File: config.mk
export PLATFORM = sky130hd
export DESIGN_NAME = fetch_queue
export DESIGN_NICKNAME = d
export VERILOG_FILES = /design/src/rtl/fetch_queue.sv
export SDC_FILE = /design/constraint.sdc
export NUM_CORES = 1
export LEC_CHECK = 0
export ABC_AREA = 1
export BUFFER_PORTS_ARGS = -buffer_cell sky130_fd_sc_hd__buf_2
export CORE_MARGIN = 2
export CORE_UTILIZATION = 45
export DETAILED_ROUTE_END_ITERATION = 8
export SYNTH_ARGS = -nofsm -noshare
export SYNTH_HDL_FRONTEND = slang
export SYNTH_SLANG_ARGS = --single-unit
File: constraint.sdc
create_clock -name clock -period 3.95 [get_ports clock]
set_clock_uncertainty 0.1 [all_clocks]
set_input_delay 0.79 -clock clock [delete_from_list [all_inputs] [get_ports clock]]
set_output_delay 0.79 -clock clock [all_outputs]
set_load 0.02 [all_outputs]
File: src/rtl/fetch_queue.sv
// fetch_queue: PC owner and ROM fetch front end feeding decode
// through a DEPTH-entry PC-tagged instruction queue with redirect flush.
module fetch_queue #(
  parameter int PC_W    = 12,
  parameter int INSTR_W = 15,
  parameter int DEPTH   = 4,
  parameter logic [PC_W-1:0] RESET_PC = 'o4000
) (
  input  logic                       clock,
  input  logic                       reset,
  output logic                       rom_req,
  output logic [PC_W-1:0]            rom_addr,
  input  logic [INSTR_W-1:0]         rom_data,
  input  logic                       redirect_en,
  input  logic [PC_W-1:0]            redirect_pc,
  input  logic                       hold,
  output logic                       out_valid,
  output logic [INSTR_W-1:0]         out_instr,
  output logic [PC_W-1:0]            out_pc,
  input  logic                       out_ready,
  output logic [$clog2(DEPTH+1)-1:0] count
);

  localparam int CW = $clog2(DEPTH+1);
  localparam int PW = $clog2(DEPTH);
  localparam logic [PW-1:0] LAST = PW'(DEPTH-1);

  logic [PC_W-1:0]    fetch_pc_q, fetch_pc_d;
  logic               inflight_q, inflight_d;
  logic [PC_W-1:0]    inflight_pc_q, inflight_pc_d;
  logic [PW-1:0]      head_q, head_d;
  logic [PW-1:0]      tail_q, tail_d;
  logic [CW-1:0]      count_q, count_d;
  logic [INSTR_W-1:0] mem_instr_q [DEPTH];
  logic [INSTR_W-1:0] mem_instr_d [DEPTH];
  logic [PC_W-1:0]    mem_pc_q [DEPTH];
  logic [PC_W-1:0]    mem_pc_d [DEPTH];

  logic               pop;
  logic               push;
  logic [CW:0]        occ;

  // Head presentation and the slot-reserving issue rule.
  always_comb begin
    out_valid = (count_q != '0);
    out_instr = out_valid ? mem_instr_q[head_q] : '0;
    out_pc    = out_valid ? mem_pc_q[head_q] : '0;
    pop       = out_valid & out_ready;
    push      = inflight_q;
    occ       = {1'b0, count_q} + (CW+1)'(inflight_q) - (CW+1)'(pop);
    rom_req   = ~reset & ~redirect_en & ~hold
              & (occ < (CW+1)'(DEPTH));
    rom_addr  = fetch_pc_q;
    count     = count_q;
  end

  // Next state: redirect flushes everything, else push/pop/issue.
  always_comb begin
    fetch_pc_d    = fetch_pc_q;
    inflight_d    = inflight_q;
    inflight_pc_d = inflight_pc_q;
    head_d        = head_q;
    tail_d        = tail_q;
    count_d       = count_q;
    mem_instr_d   = mem_instr_q;
    mem_pc_d      = mem_pc_q;
    if (redirect_en) begin
      fetch_pc_d = redirect_pc;
      inflight_d = 1'b0;
      head_d     = '0;
      tail_d     = '0;
      count_d    = '0;
    end else begin
      if (push) begin
        mem_instr_d[tail_q] = rom_data;
        mem_pc_d[tail_q]    = inflight_pc_q;
        tail_d = (tail_q == LAST) ? '0 : tail_q + 1'b1;
      end
      if (pop) begin
        head_d = (head_q == LAST) ? '0 : head_q + 1'b1;
      end
      count_d    = count_q + CW'(push) - CW'(pop);
      inflight_d = rom_req;
      if (rom_req) begin
        inflight_pc_d = fetch_pc_q;
        fetch_pc_d    = fetch_pc_q + 1'b1;
      end
    end
  end

  // Control registers with synchronous reset.
  always_ff @(posedge clock) begin
    if (reset) begin
      fetch_pc_q    <= RESET_PC;
      inflight_q    <= 1'b0;
      inflight_pc_q <= '0;
      head_q        <= '0;
      tail_q        <= '0;
      count_q       <= '0;
    end else begin
      fetch_pc_q    <= fetch_pc_d;
      inflight_q    <= inflight_d;
      inflight_pc_q <= inflight_pc_d;
      head_q        <= head_d;
      tail_q        <= tail_d;
      count_q       <= count_d;
    end
  end

  // Queue storage; contents are only meaningful below count_q.
  always_ff @(posedge clock) begin
    mem_instr_q <= mem_instr_d;
    mem_pc_q    <= mem_pc_d;
  end

endmodule

==> summary.txt, run 1 <==
Worst reg2reg setup slack: 1060 ps
CTS tree: built
Routed Antenna Nets: 0
Final Critical Period: 3660 ps
Synth warnings: 0
Vias in the first global route: 4067
Worst-margin pin slew: 645.9 ps
Die ar.: 0.01425 mm²
Largest cells by area after synthesis: edfxtp_1, dfxtp_1, nor2_1
GRT Total Usage: 18.72%
GR Overflow Total: 0
Final Max Tran Viols: 0
Die height: 119.4 µm
Seq/Total Area, Yosys: 64.84%
Critical-path cell list: inv_1, nand2_1, nand2_1, inv_1, ha_1, inv_1, ha_1, inv_1, fa_1, nand2_1, nand2_1, nor2_8, nand2_4, nor2_4, buf_2
RSZ-0062 raised after global routing: no
DRC errors left: 0
Core Area: 0.01314 mm²
Final hold vios: 0
Delay-heaviest family, CP: simple AND/OR/NAND/NOR gates
Row count: 42
CP startpoint: count[1]$_SDFF_PP0_
Final nets: 693
Diode count: 0
WP depth: 15
Iter 0 DRT Violations: 313
Max-slew headroom: 56.67%
Post-DP HPWL: 7.485 mm
Die Wd: 119.4 µm
VDD IR max: 303.4 µV
H-Tree Depth: 4
Syn_nets: 616
Reg clk slew, reported paths: 50 ps
Required @ worst endpoint: 3060 ps
Routability cong.: 0.8127
Area Growth Syn to Fin: 18.84%
Longest Clk Path Bufs: 2
CP Capture Type: primary output
CP Launch Type: flip-flop
Clk_lat worst skew: 420 ps
Reg2reg end: rom_addr[9]$_SDFFE_PP0P_
Post-CTS sizing: 0
Total Wirelength: 12.49 mm
Status: finished clean
# fillers: 1143
Hold WS: 404.3 ps
Synth Area per Inst: 10.45 µm²
Vias post-DR: 4193
Final setup fails: 0
# port buffers: 75
Worst setup path endpoint: rom_req
Slowest-stage cell, CP: dfxtp_1
Leakage: 2.749 nW
CP Max Fanout: 5
Cell with the most instances after synthesis: nor2_1
Ports: 76
Inst Count DP: 807
Worst R2R Start: count[1]$_SDFF_PP0_
Area leader, netlist: edfxtp_1
CP peak stage delay: 410 ps
Critical Path AT: 2770 ps
Largest net degree at the start of global routing: 48
Number of synthesized flops with an enable pin: 108
Clk root buf: clkbuf_16
# clock sinks: 140
Commonest cells in the netlist: nor2_1, edfxtp_1, nand2_1
Power density cells: 488.5 mW/mm²
Wire per inst: 14.89 µm
Maxcap violations: 0
Antenna violations before repair: 0
Initial DRT Pass Iterations: 4
Synth unique cells: 32
First-pass GRT wire length: 20.43 mm
CTS Buf Count: 17
CP Class: reg2out
Layout cell share with drive strength beyond 1: 20.51%
Fin crit share: 92.65%
Synth Register Bits: 140
# Post-CTS Setup Buffers: 0
Synth Flop Type: edfxtp_1
Cell count after synthesis: 573
Initial core utilization: 45.59%
Via density: 4.998
Max Fclk: 273.2 MHz
Setup TNS: 0 ps
Async set-reset flop share out of synthesis: 0%
Type of the most critical hold path: reg2reg
Post-synth top area share: 54.15%
Worst reg2reg path depth: 19
Post-Syn Area: 0.005989 mm²
CTS Hold Bufs: 0
Critical path buffer and inverter count: 5
Cell Count, Final, Fillers Out: 839
[flip-flops by register name (all words and copies together) (netlist names)]
name           cells
inflight_pc_q     12
head_q             2
tail_q             2
inflight_q         1
rom_addr          12
mem_pc_q          48
mem_instr_q       60
count              3
[per-stage QoR]
step	cell area, µm²	util [%]	setup slack, ps	power [mW]
2_1_floorplan	5989	-	534.2	1.825
3_3_place_gp	6526	49.68	382.0	1.905
3_5_place_dp	6526	49.68	369.9	1.911
4_1_cts	7118	54.18	238.7	3.512
5_1_grt	7118	54.18	39.59	3.606
6_report	7118	54.18	290.2	3.477
[worst reg2reg max path, stage by stage, from the launching register on]
cell and delay, ps:
dfxtp_1 410, inv_1 90, nand2_1 110, nand2_1 110, inv_1 70, ha_1 210
inv_1 60, ha_1 150, inv_1 60, fa_1 380, nand2_1 100, nand2_1 130
nor2_8 140, nand2_4 70, nor2_4 100, buf_4 280, nand2_1 90, nand3_1 90
nand2_1 50, inv_1 50
[power breakdown]
| group | leakage [nW] | switching [mW] | internal, mW |
|---|---|---|---|
| sequential | 1.24 | 0.0252 | 1.61 |
| combinational | 1.22 | 0.166 | 0.0778 |
| clock | 0.290 | 0.551 | 1.05 |
[cells by family after synthesis]
logic type      count (synthesis)  share of synthesized area [%]
fa+ha+maj                      11                          2.423
compound gates                125                          11.13
xor+xnor                        3                         0.4388
flops                         140                          64.84
buf+inv                        60                          4.429
simple gates                  234                          16.73
[worst min path at each step]
stage / startpoint / end / slack (ps) / depth (start not counted)
floorplan: inflight_q$_SDFF_PP0_ / tail_q[0]$_SDFFE_PP0P_ / 360 / 1
global placement: inflight_pc_q[2]$_SDFFE_PP0P_ / mem_pc_q[14]$_DFFE_PP_ / 380 / 0
detailed placement: inflight_pc_q[6]$_SDFFE_PP0P_ / mem_pc_q[18]$_DFFE_PP_ / 400 / 0
CTS: inflight_q$_SDFF_PP0_ / tail_q[0]$_SDFFE_PP0P_ / 410 / 1
global route: inflight_q$_SDFF_PP0_ / tail_q[0]$_SDFFE_PP0P_ / 410 / 1
finish: inflight_q$_SDFF_PP0_ / tail_q[0]$_SDFFE_PP0P_ / 400 / 1
[cells in the final DEF, fill, tap and decap left out]
cell type	Yosys	routed
nor2_1	123	119
edfxtp_1	108	108
buf_2	5	75
nand2_1	70	70
o21ai_0	60	60
a21oi_1	47	47
dfxtp_1	32	31
inv_1	29	29
nand3_1	28	28
clkbuf_16	0	17
ha_1	10	10
a21oi_2	9	9
buf_4	1	9
o21ai_1	6	6
clkbuf_1	9	6
nor2_2	0	4
bufinv_16	0	4
clkinv_2	0	4
inv_2	3	3
clkinv_1	2	3
nand2_2	3	3
nor2_8	2	2
nand2_4	2	2
nand4_1	2	2
xnor2_1	2	2
nand3_2	1	1
nor2_4	1	1
nand3_4	1	1
o21bai_1	1	1
xor2_1	1	1
a211oi_1	1	1
nor3_1	1	1
o211ai_1	1	1
fa_1	1	1
dfxtp_2	0	1
[routing by layer]
| metal | vias to the layer above | part of all wire (%) | track usage [%] |
|---|---|---|---|
| li1 | 2121 | - | - |
| met1 | 1957 | 44 | 23.26 |
| met2 | 99 | 49 | 31.29 |
| met3 | 16 | 5.0 | 4.693 |
| met4 | 0 | 1.8 | 7.721 |
| met5 | - | 0 | 0 |
[final cells by class]
type / instances / area (µm²) / area share (%)
flip-flops and latches: 140 / 3885 / 54.58
multi-input cells: 373 / 1851 / 26.00
clock buffers: 23 / 447.9 / 6.293
repair buffers: 84 / 442.9 / 6.223
well taps: 176 / 220.2 / 3.094
clock inverters: 9 / 143.9 / 2.021
inverters: 34 / 127.6 / 1.793
No activity file was read; power rests on OpenSTA's default activity.
==> run 2, diff against run 1 <==
--- a/config.mk
+++ b/config.mk
@@ -10,6 +10,7 @@
 export CORE_MARGIN = 2
 export CORE_UTILIZATION = 45
 export DETAILED_ROUTE_END_ITERATION = 8
+export SETUP_SLACK_MARGIN = 0.3
 export SYNTH_ARGS = -nofsm -noshare
 export SYNTH_HDL_FRONTEND = slang
 export SYNTH_SLANG_ARGS = --single-unit
==> summary.txt, run 2 (synthesis results as in run 1) <==
Combinational power share: 7.1% (about the same)
# clock sinks: 140 (unchanged)
Die ar.: 0.01425 mm² (unchanged)
Critical-path cell list: nor2_1, nand2_2, nand2_2, inv_1, ha_1, inv_1, ha_1, inv_1, fa_2, nand2_2, nand2_2, nor2_8, nand2_4, nor2_4, buf_6
Final Critical Period: 3472 ps (-187.4 ps)
Clk_lat worst skew: 420 ps (about the same)
Commonest cells after routing, fill and taps aside: nor2_1, edfxtp_1, buf_2
Final Max Tran Viols: 0 (unchanged)
Inst Count DP: 807 (unchanged)
Sequential cell area: 0.003886 mm² (about the same)
Hold path start: inflight_q$_SDFF_PP0_
Total Wirelength: 12.54 mm (+0.38%)
Slowest-stage cell, CP: fa_2
CP Max Fanout: 5 (unchanged)
Core Area: 0.01314 mm² (unchanged)
Iter 0 DRT Violations: 306 (-2.2%)
Final hold vios: 0 (unchanged)
Leakage: 2.750 nW (about the same)
Via density: 5.011 (+0.26%)
# port buffers: 75 (unchanged)
Initial core utilization: 45.59% (unchanged)
Reg clk slew, reported paths: 60 ps (about the same)
DRC errors left: 0 (unchanged)
Final Cell Area: 0.007138 mm² (+0.28%)
# fillers: 1144 (+0.087%)
Switching pwr: 0.7426 mW (+0.14%)
Routed Antenna Nets: 0 (unchanged)
Post-layout power: 3.480 mW (about the same)
VDD IR max: 303.8 µV (+0.13%)
CP peak stage delay: 340 ps (-70 ps)
CTS Hold Bufs: 0 (unchanged)
CP startpoint: count[2]$_SDFF_PP0_
Wire per inst: 14.95 µm (+0.38%)
Row count: 42 (unchanged)
Final nets: 693 (unchanged)
Max-slew headroom: 56.63% (about the same)
Die Wd: 119.4 µm (unchanged)
Diode count: 0 (unchanged)
CTS tree: built
Cell Count, Final, Fillers Out: 839 (unchanged)
Switching share of power: 21.34% (about the same)
Vias post-DR: 4204 (+0.26%)
Clk root buf: clkbuf_16
H-Tree Depth: 4 (unchanged)
# Post-CTS Setup Buffers: 0 (unchanged)
Routability cong.: 0.8127 (unchanged)
Post-DP HPWL: 7.485 mm (unchanged)
Biggest regs: mem_instr_q: 60 flops, mem_pc_q: 48 flops
Area Growth Syn to Fin: 19.18%
Required @ worst endpoint: 3060 ps (about the same)
GR Overflow Total: 0 (unchanged)
Maxcap violations: 0 (unchanged)
Power density cells: 487.5 mW/mm² (-0.19%)
First-pass GRT wire length: 20.46 mm (+0.14%)
Dpl cell area: 0.006526 mm² (unchanged)
Worst R2R Start: count[2]$_SDFF_PP0_
CP Class: reg2out
Ports: 76 (unchanged)
Footprint of the multi-input gates: 0.001863 mm² (+0.68%)
Largest net degree at the start of global routing: 48 (unchanged)
Post-layout util: 54.33% (+0.15 points)
Vias in the first global route: 4072 (+0.12%)
Antenna violations before repair: 0 (unchanged)
Critical Path AT: 2580 ps (-190 ps)
Initial DRT Pass Iterations: 4 (unchanged)
Clock share of power: 45.9% (about the same)
CP dominant cell by count: nand2_2
Die height: 119.4 µm (unchanged)
Layout cell share with drive strength beyond 1: 21.42% (+0.90 points)
Most common cell after layout, fill and taps aside: nor2_1
Fin crit share: 87.91% (-4.7 points)
Type of the most critical hold path: reg2reg
Power Internal: 2.738 mW (about the same)
Largest Register: mem_instr_q
Setup TNS: 0 ps (unchanged)
Worst-margin pin slew: 646.5 ps (+0.5978 ps)
CTS Buf Count: 17 (unchanged)
RSZ-0062 raised after global routing: no
CP Capture Type: primary output
Max Fclk: 288.0 MHz (+5.4%)
Flop pwr share: 47.0% (about the same)
Longest Clk Path Bufs: 2 (unchanged)
CP Launch Type: flip-flop
Max FFs per register: 60 (unchanged)
Status: finished clean
Final setup fails: 0 (unchanged)
GRT Total Usage: 18.74% (+0.021 points)
==> run 2: stage by stage <==
step,setup WS (ps),hold WS (ps)
after floorplan,534.2,359.4
after global placement,382.0,381.8
after detailed placement,369.9,395.6
after CTS,318.0,410.6
after global routing,304.9,413.0
final,477.7,407.0
==> run 2: metal layers <==
layer / vias up / global-route usage (%) / wire length (µm)
met5: - / 0 / 0
met4: 0 / 7.721 / 222
met3: 16 / 4.693 / 541
met2: 89 / 31.36 / 6137
met1: 1976 / 23.26 / 5640
li1: 2123 / - / -
==> run 2: final timing paths <==
path	to	slack, ps	cells past startpoint
max	rom_req	480	15
min	tail_q[0]$_SDFFE_PP0P_	410	1
max reg2reg	rom_addr[9]$_SDFFE_PP0P_	1200	19
min reg2reg	tail_q[0]$_SDFFE_PP0P_	410	1
==> run 2: what timing repair did <==
action | CTS | global route
gates resized for setup | 3 | 5
pin swaps | 0 | 1
setup endpoints to repair | 1 | 1
==> run 2: critical path, delay by kind of cell (launching register included) <==
| family | cells | cell delay [ps] |
|---|---|---|
| fa+ha+maj | 3 | 750 |
| buf+inv | 4 | 300 |
| flops | 1 | 330 |
| simple gates | 8 | 790 |
==> run 2: power by group through the flow <==
stage | sequential (mW) | clock, mW | combinational [mW]
floorplan | 1.67 | 0 | 0.156
global placement | 1.66 | 0 | 0.242
detailed placement | 1.66 | 0 | 0.246
CTS | 1.63 | 1.63 | 0.248
global route | 1.64 | 1.69 | 0.277
finish | 1.63 | 1.60 | 0.247
==> run 2: cell type report <==
cell class,instances,area share (%)
Multi-Input combinational cell,373,26.10
Tap cell,176,3.085
Timing Repair Buffer,84,6.293
Clock buffer,23,6.275
Clock inverter,9,2.016
Inverter,34,1.788
Sequential cell,140,54.44
==> run 3, diff against run 2 <==
--- a/config.mk
+++ b/config.mk
@@ -6,7 +6,7 @@
 export NUM_CORES = 1
 export LEC_CHECK = 0
 export ABC_AREA = 1
-export BUFFER_PORTS_ARGS = -buffer_cell sky130_fd_sc_hd__buf_2
+export BUFFER_PORTS_ARGS = -buffer_cell sky130_fd_sc_hd__buf_4
 export CORE_MARGIN = 2
 export CORE_UTILIZATION = 45
 export DETAILED_ROUTE_END_ITERATION = 8
==> summary.txt, run 3 (synthesis results as in run 1) <==
CP dominant cell by count: nand2_2
VDD IR max: 294.6 µV (-3.0%)
Power Internal: 2.687 mW (-1.8%)
Largest Register: mem_instr_q
Final hold vios: 0 (unchanged)
Clk_lat worst skew: 420 ps (about the same)
Max FFs per register: 60 (unchanged)
Area Growth Syn to Fin: 22.31%
WP depth: 15 (unchanged)
Status: finished clean
Vias post-DR: 4252 (+1.1%)
Vias in the first global route: 3983 (-2.2%)
Fin crit share: 87.76% (-0.15 points)
Setup TNS: 0 ps (unchanged)
Wire per inst: 15.07 µm (+0.78%)
Gr busiest metal: met2
DRC errors left: 0 (unchanged)
Final setup fails: 0 (unchanged)
Leakage: 2.775 nW (+0.91%)
Inst Count DP: 807 (unchanged)
Max-slew headroom: 57.41% (+0.78 points)
CP Max Fanout: 4 (-1)
First-pass GRT wire length: 20.08 mm (-1.9%)
Max Fclk: 288.5 MHz (+0.17%)
CTS Hold Bufs: 0 (unchanged)
Clk root buf: clkbuf_16
CP Launch Type: flip-flop
Diode count: 0 (unchanged)
Worst R2R Start: count[2]$_SDFF_PP0_
Final nets: 694 (+0.14%)
Worst setup path endpoint: rom_req
RSZ-0062 raised after global routing: no
CP Class: reg2out
Met3 usage: 4.262% (-0.43 points)
Reg clk slew, reported paths: 60 ps (about the same)
Dpl cell area: 0.006714 mm² (+2.9%)
GRT Total Usage: 18.63% (-0.12 points)
Row count: 42 (unchanged)
Worst-margin pin slew: 634.9 ps (-11.67 ps)
Delay-heaviest family, CP: simple AND/OR/NAND/NOR gates
CP startpoint: count[2]$_SDFF_PP0_
H-Tree Depth: 4 (unchanged)
Critical path buffer and inverter count: 4 (unchanged)
GRT met2 Usage: 30.96% (-0.40 points)
# clock sinks: 140 (unchanged)
Worst reg2reg setup slack: 1200 ps (about the same)
Power density cells: 472.2 mW/mm² (-3.1%)
Initial core utilization: 45.59% (unchanged)
Die Wd: 119.4 µm (unchanged)
Switching share of power: 22.33% (+0.99 points)
Final worst slack: 483.6 ps (+5.914 ps)
Antenna violations before repair: 0 (unchanged)
Largest net degree at the start of global routing: 57 (+19%)
Critical Path AT: 2580 ps (about the same)
Critical-path cell list: nor2_1, nand2_2, nand2_2, inv_1, ha_1, inv_1, ha_1, inv_1, fa_2, nand2_2, nand2_2, nor2_8, nand2_4, nor2_4, buf_6
GR Util met1: 23.45% (+0.19 points)
Final Critical Period: 3466 ps (-5.914 ps)
Post-layout util: 55.76% (+1.4 points)
Via density: 5.062 (+1.0%)
Die ar.: 0.01425 mm² (unchanged)
Final Max Tran Viols: 0 (unchanged)
Longest Clk Path Bufs: 2 (unchanged)
Routed Antenna Nets: 0 (unchanged)
Slowest-stage cell, CP: dfxtp_1
Flop pwr share: 47.2% (+0.2 points)
# port buffers: 75 (unchanged)
Most common cell after layout, fill and taps aside: nor2_1
Pre-CTS WS: 363.9 ps (-6.060 ps)
Biggest regs: mem_instr_q: 60 flops, mem_pc_q: 48 flops
CTS Buf Count: 17 (unchanged)
Layout cell share with drive strength beyond 1: 22.44% (+1.0 points)
Core Area: 0.01314 mm² (unchanged)
Clock share of power: 44.9% (-1.0 points)
Iter 0 DRT Violations: 267 (-13%)
Combinational power share: 7.9% (+0.8 points)
Required @ worst endpoint: 3060 ps (about the same)
Type of the most critical hold path: reg2reg
CTS tree: built
Post-DP HPWL: 7.397 mm (-1.2%)
Total Wirelength: 12.66 mm (+0.90%)
Maxcap violations: 0 (unchanged)
CP peak stage delay: 340 ps (about the same)
Routability cong.: 0.8166 (+0.48%)
GR Overflow Total: 0 (unchanged)
Final Cell Area: 0.007326 mm² (+2.6%)
Worst reg2reg path depth: 19 (unchanged)
Ports: 76 (unchanged)
Die height: 119.4 µm (unchanged)
# fillers: 1174 (+2.6%)
Commonest cells after routing, fill and taps aside: nor2_1, edfxtp_1, buf_4
Initial DRT Pass Iterations: 4 (unchanged)
Switching pwr: 0.7723 mW (+4.0%)
CP Capture Type: primary output
Cell Count, Final, Fillers Out: 840 (+0.12%)
Reg2reg end: rom_addr[9]$_SDFFE_PP0P_
==> run 3: layer usage <==
metal | vias up | share of wire, %
met4 | 0 | 1.4
met2 | 106 | 49
met1 | 2011 | 45
met3 | 12 | 4.3
met5 | - | 0
li1 | 2123 | -
==> run 3: stage by stage <==
stage               hold slack, ps  total power [mW]
finish                       401.4             3.459
global route                 421.2             3.577
CTS                          401.1             3.487
detailed placement           396.1             1.936
global placement             381.4             1.931
floorplan                    359.4             1.825
==> run 3: worst min path at each step <==
stage                                        from  slack (ps)  cells after the start                      to
detailed placement          inflight_q$_SDFF_PP0_         400                      1  tail_q[0]$_SDFFE_PP0P_
CTS                         inflight_q$_SDFF_PP0_         400                      1  tail_q[0]$_SDFFE_PP0P_
global placement    inflight_pc_q[6]$_SDFFE_PP0P_         380                      0   mem_pc_q[6]$_DFFE_PP_
global route                inflight_q$_SDFF_PP0_         420                      1  tail_q[0]$_SDFFE_PP0P_
finish                      inflight_q$_SDFF_PP0_         400                      1  tail_q[0]$_SDFFE_PP0P_
floorplan                   inflight_q$_SDFF_PP0_         360                      1  tail_q[0]$_SDFFE_PP0P_
==> run 3: area by class of cell <==
class / count / area (µm²) / area share (%)
clock buffer: 21 / 470.5 / 6.422
sequential: 140 / 3886 / 53.05
clock inverter: 11 / 116.4 / 1.588
tap: 176 / 220.2 / 3.006
timing repair buffer: 85 / 641.9 / 8.762
inverter: 34 / 127.6 / 1.742
multi-input combinational: 373 / 1863 / 25.43
==> run 3: power groups by stage <==
stage	registers (mW)	clock network, mW	logic (mW)
after CTS	1.63	1.58	0.274
after global routing	1.64	1.64	0.304
final	1.63	1.55	0.273
after floorplan	1.67	0	0.156
after detailed placement	1.66	0	0.273
after global placement	1.66	0	0.269
==> run 3: what timing repair did <==
action                                  4_1_cts  5_1_grt
pin swaps                                     0        3
buffers inserted                              0        1
gates resized for setup                       2        5
endpoints found under the setup margin        1        1
